[config.mk]
export PLATFORM = sky130hd
export DESIGN_NAME = semaphore_bank
export DESIGN_NICKNAME = d
export VERILOG_FILES = /design/src/rtl/semaphore_bank_pkg.sv /design/src/rtl/rr_arbiter.sv /design/src/rtl/semaphore_bank.sv
export SDC_FILE = /design/constraint.sdc
export NUM_CORES = 1
export LEC_CHECK = 0
export ABC_AREA = 1
export BUFFER_PORTS_ARGS = -buffer_cell sky130_fd_sc_hd__buf_2
export CORE_MARGIN = 2
export CORE_UTILIZATION = 35
export DETAILED_ROUTE_END_ITERATION = 10
export PLACE_DENSITY = 0.65
export SLEW_MARGIN = 20
export SYNTH_ARGS = -nofsm -noshare
export SYNTH_HDL_FRONTEND = slang
export SYNTH_SLANG_ARGS = --single-unit
[constraint.sdc]
create_clock -name SEMAPHOREBANK_Clk -period 4.98 [get_ports SEMAPHOREBANK_Clk]
set_input_delay 0.249 -clock SEMAPHOREBANK_Clk [delete_from_list [all_inputs] [get_ports SEMAPHOREBANK_Clk]]
set_output_delay 0.249 -clock SEMAPHOREBANK_Clk [all_outputs]
set_load 0.005 [all_outputs]
[src/rtl/semaphore_bank_pkg.sv]
// Shared opcodes and width helpers for the semaphore bank and its arbiter.
// Latency: n/a (constants and constant functions only).
// Backpressure: n/a.
package semaphore_bank_pkg;

    // Per-core opcode encoding
    localparam logic [1:0] OP_READ    = 2'b00;
    localparam logic [1:0] OP_ACQUIRE = 2'b01;
    localparam logic [1:0] OP_RELEASE = 2'b10;
    localparam logic [1:0] OP_WRITE   = 2'b11;

    // Width of an owner / core index; never below 1 so vectors stay legal
    function automatic int owner_w(input int cores);
        return (cores > 1) ? $clog2(cores) : 1;
    endfunction

    // Width of a semaphore entry index; never below 1 so vectors stay legal
    function automatic int index_w(input int entries);
        return (entries > 1) ? $clog2(entries) : 1;
    endfunction

endpackage

[src/rtl/rr_arbiter.sv]
// Round-robin arbiter: one-hot grant and binary index for the first requester at or after the pointer.
// Latency: combinational grant; the pointer moves past the winner at the clock edge of a grant.
// Backpressure: none; requesters simply stay unserved until their turn comes round.
module rr_arbiter
    import semaphore_bank_pkg::*;
#(
    parameter int N = 2
) (
    input  logic                  clk,
    input  logic                  rst_n,
    input  logic [N-1:0]          req_i,
    output logic [N-1:0]          gnt_o,
    output logic [owner_w(N)-1:0] gnt_idx_o,
    output logic                  gnt_vld_o
);

    localparam int IW = owner_w(N);

    logic [IW-1:0] ptr_q;
    logic [IW-1:0] ptr_d;

    // Search from ptr_q upward with wrap; the first requesting slot wins and the pointer moves just past it
    always_comb begin
        gnt_o     = '0;
        gnt_idx_o = '0;
        gnt_vld_o = 1'b0;
        ptr_d     = ptr_q;
        for (int i = 0; i < N; i++) begin
            for (int j = 0; j < N; j++) begin
                if (!gnt_vld_o && req_i[j] && (((int'(ptr_q) + i) % N) == j)) begin
                    gnt_vld_o = 1'b1;
                    gnt_o[j]  = 1'b1;
                    gnt_idx_o = IW'(j);
                    ptr_d     = IW'((j + 1) % N);
                end
            end
        end
    end

    // Pointer register; reset to 0 so core 0 has first priority
    always_ff @(posedge clk or negedge rst_n) begin
        if (!rst_n) begin
            ptr_q <= '0;
        end else begin
            ptr_q <= ptr_d;
        end
    end

endmodule

[src/rtl/semaphore_bank.sv]
// Hardware semaphore bank: lock/owner/data entries shared by several cores, one arbitrated op per cycle.
// Latency: op executes at the grant edge; Ack/Status/Data registered and valid the following cycle.
// Backpressure: a core holds its request until Ack; it is not eligible again in its own Ack cycle.
module semaphore_bank
    import semaphore_bank_pkg::*;
#(
    parameter int NumberOfSemaphores = 4,
    parameter int NumberOfCores      = 2,
    parameter int DataWidth          = 4,
    parameter int AddrWidth          = 8    // up to 32 bits; must index every entry
) (
    input  logic                                             SEMAPHOREBANK_Clk,
    input  logic                                             SEMAPHOREBANK_Reset_n,
    input  logic [NumberOfCores-1:0]                         SEMAPHOREBANK_Req_fromCPU,
    input  logic [2*NumberOfCores-1:0]                       SEMAPHOREBANK_Op_fromCPU,
    input  logic [AddrWidth*NumberOfCores-1:0]               SEMAPHOREBANK_Addr_fromCPU,
    input  logic [DataWidth*NumberOfCores-1:0]               SEMAPHOREBANK_Data_fromCPU,
    input  logic [NumberOfCores-1:0]                         SEMAPHOREBANK_CoreReset_fromCPU,
    output logic [NumberOfCores-1:0]                         SEMAPHOREBANK_Ack_toCPU,
    output logic [NumberOfCores-1:0]                         SEMAPHOREBANK_Status_toCPU,
    output logic [DataWidth*NumberOfCores-1:0]               SEMAPHOREBANK_Data_toCPU,
    output logic [NumberOfSemaphores-1:0]                    SEMAPHOREBANK_Locked,
    output logic [owner_w(NumberOfCores)*NumberOfSemaphores-1:0] SEMAPHOREBANK_Owner
);

    localparam int C  = NumberOfCores;
    localparam int S  = NumberOfSemaphores;
    localparam int DW = DataWidth;
    localparam int AW = AddrWidth;
    localparam int OW = owner_w(NumberOfCores);

    // Entry state
    logic [S-1:0]               locked_q, locked_d;
    logic [S-1:0][OW-1:0]       owner_q,  owner_d;
    logic [S-1:0][DW-1:0]       data_q,   data_d;

    // Response registers
    logic [C-1:0]               ack_q,    ack_d;
    logic [C-1:0]               status_q, status_d;
    logic [C-1:0][DW-1:0]       rdata_q,  rdata_d;

    // Arbitration
    logic [C-1:0]               eligible;
    logic [C-1:0]               gnt;
    logic [OW-1:0]              gnt_idx;
    logic                       gnt_vld;

    // Granted request, decoded
    logic [1:0]                 sel_op;
    logic [AW-1:0]              sel_addr;
    logic [DW-1:0]              sel_wdata;
    logic                       addr_ok;
    logic [S-1:0]               hit;
    logic                       cur_locked;
    logic [OW-1:0]              cur_owner;
    logic [DW-1:0]              cur_data;
    logic                       owned;
    logic                       op_ok;
    logic                       do_lock;
    logic                       do_unlock;
    logic                       do_write;

    // A core whose Ack is showing this cycle has just been served and sits out one arbitration round
    assign eligible = SEMAPHOREBANK_Req_fromCPU & ~ack_q;

    rr_arbiter #(
        .N (C)
    ) u_arb (
        .clk       (SEMAPHOREBANK_Clk),
        .rst_n     (SEMAPHOREBANK_Reset_n),
        .req_i     (eligible),
        .gnt_o     (gnt),
        .gnt_idx_o (gnt_idx),
        .gnt_vld_o (gnt_vld)
    );

    // Pull the winning core's opcode, address and write data out of the flat input buses
    always_comb begin
        sel_op    = OP_READ;
        sel_addr  = '0;
        sel_wdata = '0;
        for (int k = 0; k < C; k++) begin
            if (gnt[k]) begin
                sel_op    = SEMAPHOREBANK_Op_fromCPU[2*k +: 2];
                sel_addr  = SEMAPHOREBANK_Addr_fromCPU[AW*k +: AW];
                sel_wdata = SEMAPHOREBANK_Data_fromCPU[DW*k +: DW];
            end
        end
    end

    // Out-of-range addresses match no entry, so they read back zero and change nothing
    assign addr_ok = gnt_vld && (32'(sel_addr) < 32'(S));

    // Look up the addressed entry's state as it was before this edge
    always_comb begin
        hit        = '0;
        cur_locked = 1'b0;
        cur_owner  = '0;
        cur_data   = '0;
        for (int e = 0; e < S; e++) begin
            if (addr_ok && (32'(sel_addr) == 32'(e))) begin
                hit[e]     = 1'b1;
                cur_locked = locked_q[e];
                cur_owner  = owner_q[e];
                cur_data   = data_q[e];
            end
        end
    end

    assign owned = cur_locked && (cur_owner == gnt_idx);

    // Decide the op's outcome and which state updates it requests
    always_comb begin
        op_ok     = 1'b0;
        do_lock   = 1'b0;
        do_unlock = 1'b0;
        do_write  = 1'b0;
        if (addr_ok) begin
            case (sel_op)
                OP_READ: begin
                    op_ok = owned;
                end
                OP_ACQUIRE: begin
                    op_ok   = !cur_locked || owned;
                    do_lock = !cur_locked;
                end
                OP_RELEASE: begin
                    op_ok     = owned;
                    do_unlock = owned;
                end
                default: begin
                    op_ok    = owned;
                    do_write = owned;
                end
            endcase
        end
    end

    // Entry next state: apply the granted op, then let forced release win on entries of a resetting core.
    // Forced release looks at pre-edge ownership, so an entry acquired in the same cycle is kept.
    always_comb begin
        locked_d = locked_q;
        owner_d  = owner_q;
        data_d   = data_q;
        for (int e = 0; e < S; e++) begin
            if (hit[e]) begin
                if (do_lock) begin
                    locked_d[e] = 1'b1;
                    owner_d[e]  = gnt_idx;
                end
                if (do_unlock) begin
                    locked_d[e] = 1'b0;
                    owner_d[e]  = '0;
                end
                if (do_write) begin
                    data_d[e] = sel_wdata;
                end
            end
            for (int k = 0; k < C; k++) begin
                if (SEMAPHOREBANK_CoreReset_fromCPU[k] && locked_q[e] && (owner_q[e] == OW'(k))) begin
                    locked_d[e] = 1'b0;
                    owner_d[e]  = '0;
                end
            end
        end
    end

    // Response for the granted core only; every other core sees zeros
    always_comb begin
        ack_d    = '0;
        status_d = '0;
        rdata_d  = '0;
        for (int k = 0; k < C; k++) begin
            if (gnt[k]) begin
                ack_d[k]    = 1'b1;
                status_d[k] = op_ok;
                rdata_d[k]  = cur_data;
            end
        end
    end

    // Entry and response registers; reset drops any in-flight response
    always_ff @(posedge SEMAPHOREBANK_Clk or negedge SEMAPHOREBANK_Reset_n) begin
        if (!SEMAPHOREBANK_Reset_n) begin
            locked_q <= '0;
            owner_q  <= '0;
            data_q   <= '0;
            ack_q    <= '0;
            status_q <= '0;
            rdata_q  <= '0;
        end else begin
            locked_q <= locked_d;
            owner_q  <= owner_d;
            data_q   <= data_d;
            ack_q    <= ack_d;
            status_q <= status_d;
            rdata_q  <= rdata_d;
        end
    end

    assign SEMAPHOREBANK_Ack_toCPU    = ack_q;
    assign SEMAPHOREBANK_Status_toCPU = status_q;
    assign SEMAPHOREBANK_Data_toCPU   = rdata_q;
    assign SEMAPHOREBANK_Locked       = locked_q;
    assign SEMAPHOREBANK_Owner        = owner_q;

endmodule

# After elaboration in Yosys (flattened, before gate mapping)
# Index checks and enable logic that the tools add are counted.
[op_classes]
add_sub_neg = 1
order_cmp = 1
n_eq_ne = 7
n_mux = 77
bitwise = 7
n_reduce_logical = 56
[op_table]
columns = ["op", "n"]
rows = [
  ["$mux 1", 65],
  ["$logic_not 32->1", 2],
  ["$mux 4", 8],
  ["$logic_and 1x1->1", 29],
  ["$reduce_bool 4->1", 5],
  ["$eq 8x2->1 const B", 2],
  ["$mux 8", 2],
  ["$reduce_and 2->1", 8],
  ["$reduce_bool 3->1", 4],
  ["$eq 8x1->1 const B", 1],
  ["$logic_not 8->1", 1],
  ["$lt 8x3->1 const B", 1],
  ["$eq 2x2->1 const B", 2],
  ["$logic_not 1->1", 4],
  ["$mux 2", 2],
  ["$not 1->1", 4],
  ["$reduce_or 3->1", 1],
  ["$and 2x2->2", 1],
  ["$eq 2x1->1 const B", 1],
  ["$logic_not 2->1", 1],
  ["$not 2->2", 1],
  ["$add 1x1->1 const B", 1],
  ["$and 1x1->1 const A", 1],
  ["$eq 1x1->1", 1],
  ["$logic_or 1x1->1", 1],
]
[totals]
regBits = 37
input_bits = 34
output_inout_bits = 20
wordCells = 166

# Depth between registers and ports, before layout
[depth]
ltp_word = 32
ltp_mapped = 17
mapped_depth_nobuf = 16

# Hierarchy
# From an unflattened synthesis, not the netlist that was laid out.
[hier_totals]
hier_cells = 283
hier_area_um2 = 2153.3
[by_module_without_submodules]
columns = ["mod", "n_inst", "cells_per_inst", "area_each_um2", "seq_area_each_um2"]
rows = [
  ["semaphore_bank", 1, 273, 2080.7, 900.9],
  ["rr_arbiter", 1, 10, 72.6, 25.0],
]

# Worst setup path after synthesis
# OpenSTA, ideal clock, no wires.
[synth_timing]
path_type = "register -> register"
start = "register ack_q[0], in the netlist SEMAPHOREBANK_Ack_toCPU[0]"
end = "register data_q[0] (netlist name)"
setup_ps = 122
t_arrival_ps = 1880
t_required_ps = 4858
path_slack_ps = 2978
stages_incl_launch_ff = 14
path_buffers = 1
period_less_slack_ps = 2002
cell_sequence = "dfrtp_1 nor2_4 nand2_4 inv_6 nand2_2 nand2_4 buf_8 nand4_1 nand4_2 nand3_2 nor3_4 nand2_4 nand2_1 o21ai_1"
[synth_between]
elab_chain_len = 29
elab_cells_between_ends = 55
[synth_lines]
columns = ["item", "line_no", "text"]
rows = [
  ["from (decl)", "semaphore_bank.sv:38", "logic [C-1:0] ack_q, ack_d;"],
  ["from (signal assigned)", "semaphore_bank.sv:195", "ack_q <= ack_d;"],
  ["$not 2->2 *", "semaphore_bank.sv:64", "assign eligible = SEMAPHOREBANK_Req_fromCPU & ~ack_q;"],
  ["$and 2x2->2 *", "semaphore_bank.sv:64", ""],
  ["$logic_and 1x1->1", "rr_arbiter.sv:30", "if (!gnt_vld_o && req_i[j] && (((int'(ptr_q) + i) % N) == j)) begin"],
  ["$mux 1", "rr_arbiter.sv:30", ""],
  ["$logic_not 1->1", "rr_arbiter.sv:30", ""],
  ["$logic_and 1x1->1 (2 in a row)", "rr_arbiter.sv:30", ""],
  ["$mux 1", "rr_arbiter.sv:30", ""],
  ["$logic_not 1->1", "rr_arbiter.sv:30", ""],
  ["(+9 left out)", "-", ""],
  ["$logic_and 1x1->1", "semaphore_bank.sv:92", "assign addr_ok = gnt_vld && (32'(sel_addr) < 32'(S));"],
  ["$logic_and 1x1->1", "semaphore_bank.sv:101", "if (addr_ok && (32'(sel_addr) == 32'(e))) begin"],
  ["$mux 1 (4 in a row)", "semaphore_bank.sv:101", ""],
  ["$eq 1x1->1", "semaphore_bank.sv:110", "assign owned = cur_locked && (cur_owner == gnt_idx);"],
  ["$logic_and 1x1->1", "semaphore_bank.sv:110", ""],
  ["$mux 1", "semaphore_bank.sv:119", "case (sel_op)"],
  ["$mux 1", "semaphore_bank.sv:118", "if (addr_ok) begin"],
  ["$reduce_and 2->1 (no source line)", "-", ""],
  ["to (signal assigned)", "semaphore_bank.sv:194", "data_q <= data_d;"],
  ["to (decl)", "semaphore_bank.sv:35", "logic [S-1:0][DW-1:0] data_q, data_d;"],
]
# Mark *: on every way between the ends. The rest lies on a longest branch, timed or not.
# A chain may end at the register's enable or synchronous reset.

# Final worst setup path
[layout_timing]
start = "register ack_q[1], in the netlist SEMAPHOREBANK_Ack_toCPU[1]"
end = "register data_q[1] (netlist name)"
[layout_between]
elab_chain_len = 26
elab_cells_between_ends = 52
[layout_lines]
columns = ["item", "line_no"]
rows = [
  ["$not 2->2 *", "semaphore_bank.sv:64"],
  ["$and 2x2->2 *", "semaphore_bank.sv:64"],
  ["$logic_and 1x1->1 (2 in a row)", "rr_arbiter.sv:30"],
  ["$mux 1", "rr_arbiter.sv:30"],
  ["$logic_not 1->1", "rr_arbiter.sv:30"],
  ["$logic_and 1x1->1 (2 in a row)", "rr_arbiter.sv:30"],
  ["$mux 1", "rr_arbiter.sv:30"],
  ["$logic_not 1->1", "rr_arbiter.sv:30"],
  ["(+5 left out)", "-"],
  ["$logic_and 1x1->1", "semaphore_bank.sv:92"],
  ["$logic_and 1x1->1", "semaphore_bank.sv:101"],
  ["$mux 1 (4 in a row)", "semaphore_bank.sv:101"],
  ["$eq 1x1->1", "semaphore_bank.sv:110"],
  ["$logic_and 1x1->1", "semaphore_bank.sv:110"],
  ["$mux 1", "semaphore_bank.sv:119"],
  ["$mux 1", "semaphore_bank.sv:118"],
  ["$reduce_and 2->1 (no source line)", "-"],
]
# Marks and branches as above.

==> impl_summary.md <==
Run status
The flow ran to the end, and the final reports show no timing, DRC or antenna violations.

Pwr
In this run the power density over the cells is 359 nW/um^2. The worst vdd rail ir drop is 0.161 mV. In this run the static leakage power is 1.45 nW.

Critical path
The signal on the critical path passes through nor2_4 > nand2_2 > nand2_4 > nand2_4 > nand2_4 > nand4_1 > nand3_2 > nand2_1 > nand2_2 > nand3_2 > nor3_4 > nand2_4 > nand2_1 > o21ai_1. The first element of the critical path is SEMAPHOREBANK_Ack_toCPU[1]$_DFF_PN0_. Grouping stages by cell kind, the critical path spends the most delay in simple AND/OR/NAND/NOR gates.

The critical path endpoint category is a flop. The reg-to-reg startpoint is SEMAPHOREBANK_Ack_toCPU[1]$_DFF_PN0_. The worst register-to-register path ends at data_q[1]$_DFFE_PN0P_.

Among the stages of the critical path, the cell type that occurs most often is sky130_fd_sc_hd__nand2_4. The worst register-to-register path has a depth of 14. The worst setup slack for register-to-register paths is 2.64 ns. The highest-delay cell along the critical path is sky130_fd_sc_hd__dfrtp_1. The start-to-end type of the worst setup path is flop to flop. The sum of buffers and inverters on the critical path is 0. The critical path's largest stage delay is 0.44 ns.

Of all nets on the critical path, the largest fanout is 14. The worst setup path is launched from a flop. The critical path data required time is 5.16 ns. The arrival time reported for the critical path endpoint is 2.52 ns.

GRT
The aggregate global routing overflow is 0. The first global-routing pass estimated 8.34 mm of wire. Entering global routing, the biggest net connects 38 pins. The number of antenna violations at the first check in global routing is 0. The via count of the first global-routing pass came to 1787. The total global routing track utilization is 16.2%.

Timing
The final critical path takes up 47.1% of the cycle. Setup repair after global routing left no endpoint under its margin. Based on the critical path, the design can be clocked at up to 0.427 GHz.

Hold is met by 0.0551 ns. At the pin with the least slew margin, the transition time is 0.839 ns. The relative slew slack is 44.1%.

The final period demand of the worst path is 2.34 ns. The number of failing setup endpoints in the final timing report is 0. The final-report hold violation count is 0.

Between clock sinks in the finished design, the worst skew comes to 0.00406 ns. The count of final max-slew check failures is 0. Adding up every negative setup slack in the final design gives 0 ns. Once routing completed, OpenROAD measured the worst setup slack at 2.64 ns.

Synthesis
The library cell with the largest summed area after synthesis is sky130_fd_sc_hd__dfrtp_1. A synthesized cell averages 8.06 um^2. The share of flip-flops with an asynchronous set or reset after synthesis is 100%. Sequential elements use 43.0% of the synthesized area. The fraction of synthesized cell area taken by the top area cell type is 43.0%. In this run, synthesis produced a sequential element count of 37. After synthesis, the netlist uses 28 different library cells. The number of warnings reported in the yosys synthesis log is 0. Yosys mapped a number of flops with a built-in enable equal to 0.

Among all flip-flop cells after synthesis, the most frequent one is sky130_fd_sc_hd__dfrtp_1. Counting every net in the synthesized netlist gives 301. The mapped netlist covers 2150 um^2.

By area the synthesized netlist is led by sky130_fd_sc_hd__dfrtp_1 43%, sky130_fd_sc_hd__nand2_1 7.3%, sky130_fd_sc_hd__inv_1 7.0%. Synthesis produced a netlist whose cell count is 267.

Floorplan
Measured along the x axis, the die boundary spans 82.4 um. The die footprint is 6790 um^2. The die span in y is 82.4 um. The total I/O pin count is 54. In this run the standard cell core region covers 5920 um^2. Once the floorplan was initialized, standard cells occupied 36.3% of the core. The cell row count is 28.

Finish
The commonest non-fill, non-tap cell in the layout is sky130_fd_sc_hd__buf_2. The fraction of final layout cells sized beyond drive strength 1 is 27.5%. The library cells used most frequently in the layout, excluding fill and tap cells, are 53 x sky130_fd_sc_hd__buf_2, 42 x sky130_fd_sc_hd__nand2_1, 40 x sky130_fd_sc_hd__inv_1.

Once layout is complete, the utilization of the core stands at 44.2%. The layout net count is 357. Leaving out filler cells and counting taps, the final layout contains 399.

The antenna diode count is 0. Counting the fill cells in the layout gives 625. The area growth from synthesis to final layout is 21.8%.

Clock tree
The insertion delay to the later sink of the worst-skew pair is 0.29 ns. The hold buffer count at CTS is 0. The H-tree was split into 2 levels. TritonCTS created 5 clock buffers. Post-CTS repair changed the size of 0 cells. The TritonCTS sink count is 37.

After clock tree synthesis, the clock-pin slew on the worst setup and hold paths is 0.08 ns. The clock tree from TritonCTS is built. The clock passes through at most 2 buffers. The post-CTS setup-driven buffer insertion count is 0.

The cell at the root of the clock tree is sky130_fd_sc_hd__clkbuf_8.

Detailed routing
In the routed layout, each cell is associated on average with a via count of 4.99. The number of antenna-violating nets in the routed design is 0. The number of optimization iterations in the first detailed-route pass is 4. After detailed routing, the number of remaining DRC violations is 0.

The total via count after detailed routing is 1990. The number of design-rule violations left by the first detailed-router iteration is 77. In the final routed layout, each cell accounts on average for 13.2 um. For this block, the routed nets add up to 5.25 mm of wire.

Place
Buffers placed on the I/O ports in this run total 53. The placed wire-length estimate is 4.11 mm. Routability-driven placement finished with a final weighted congestion of 0.869. In this run, placement finished with an instance count of 391. At the placement stage, the worst setup path has a slack of 2.64 ns.

Run
The count of max-cap constraint violations is 0.

Worst hold path
The path class of the tightest hold or removal check is input pin to async pin.
[synthesized netlist by cell type, types with 4 or more instances]
cell,count
sky130_fd_sc_hd__o21ai_1,18
sky130_fd_sc_hd__nand2_2,5
sky130_fd_sc_hd__nor3_1,7
sky130_fd_sc_hd__a221oi_1,4
sky130_fd_sc_hd__nand3_1,25
sky130_fd_sc_hd__inv_2,5
sky130_fd_sc_hd__dfrtp_1,37
sky130_fd_sc_hd__a22o_1,12
sky130_fd_sc_hd__o21ai_0,10
sky130_fd_sc_hd__inv_1,40
sky130_fd_sc_hd__nand4_1,11
sky130_fd_sc_hd__nand2_4,8
sky130_fd_sc_hd__nor2_1,24
sky130_fd_sc_hd__nand2_1,42
[state kept, by name, summed over array words and instances (netlist names)]
signal / count
data_q: 16
SEMAPHOREBANK_Data_toCPU: 8
SEMAPHOREBANK_Locked: 4
SEMAPHOREBANK_Owner: 4
SEMAPHOREBANK_Ack_toCPU: 2
SEMAPHOREBANK_Status_toCPU: 2
u_arb.ptr_q: 1
[routing by layer]
metal / part of all wire (%) / vias to the layer above / track usage, %
met3: 5.0 / 7 / 2.39
met5: 0 / - / 0
li1: - / 1013 / -
met1: 47 / 920 / 21.2
met2: 46 / 50 / 27.2
met4: 1.5 / 0 / 5.67
[through the flow]
| stage | area [um^2] | total power, mW |
|---|---|---|
| global route | 2620 | 0.997 |
| finish | 2620 | 0.941 |
| detailed placement | 2480 | 0.627 |
| global placement | 2480 | 0.619 |
| floorplan | 2150 | 0.536 |
| CTS | 2620 | 0.950 |
[worst max path at each step]
| stage | depth (start not counted) | slack (ns) | end |
|---|---|---|---|
| 2_1_floorplan | 13 | 2.98 | data_q[0]$_DFFE_PN0P_ |
| 3_5_place_dp | 14 | 2.64 | data_q[1]$_DFFE_PN0P_ |
| 3_3_place_gp | 14 | 2.73 | data_q[7]$_DFFE_PN0P_ |
| 4_1_cts | 14 | 2.62 | data_q[8]$_DFFE_PN0P_ |
| 6_report | 14 | 2.64 | data_q[1]$_DFFE_PN0P_ |
| 5_1_grt | 11 | 2.43 | SEMAPHOREBANK_Owner[2]$_DFFE_PN0P_ |
[where the power goes]
group          internal [mW]  switching (mW)
Clock                  0.202           0.118
Combinational         0.0921           0.162
Sequential             0.329          0.0379
Total                  0.622           0.319
[logic make-up after synthesis]
group,Yosys count,synth area share (%)
and+or+nand+nor,132,33.1
buffers and inverters,50,9.60
AOI/OAI and AO/OA,48,14.3
DFF,37,43.0
[final cells by class]
type / count / area (um^2) / share of cell area, %
Clock buffer: 5 / 68.8 / 2.63
Inverter: 46 / 178 / 6.78
Multi-Input combinational cell: 180 / 1020 / 38.9
Sequential cell: 37 / 926 / 35.4
Timing Repair Buffer: 53 / 265 / 10.1
Tap cell: 75 / 93.8 / 3.58
Clock inverter: 3 / 68.8 / 2.63
(Power assumes the default switching activity.)
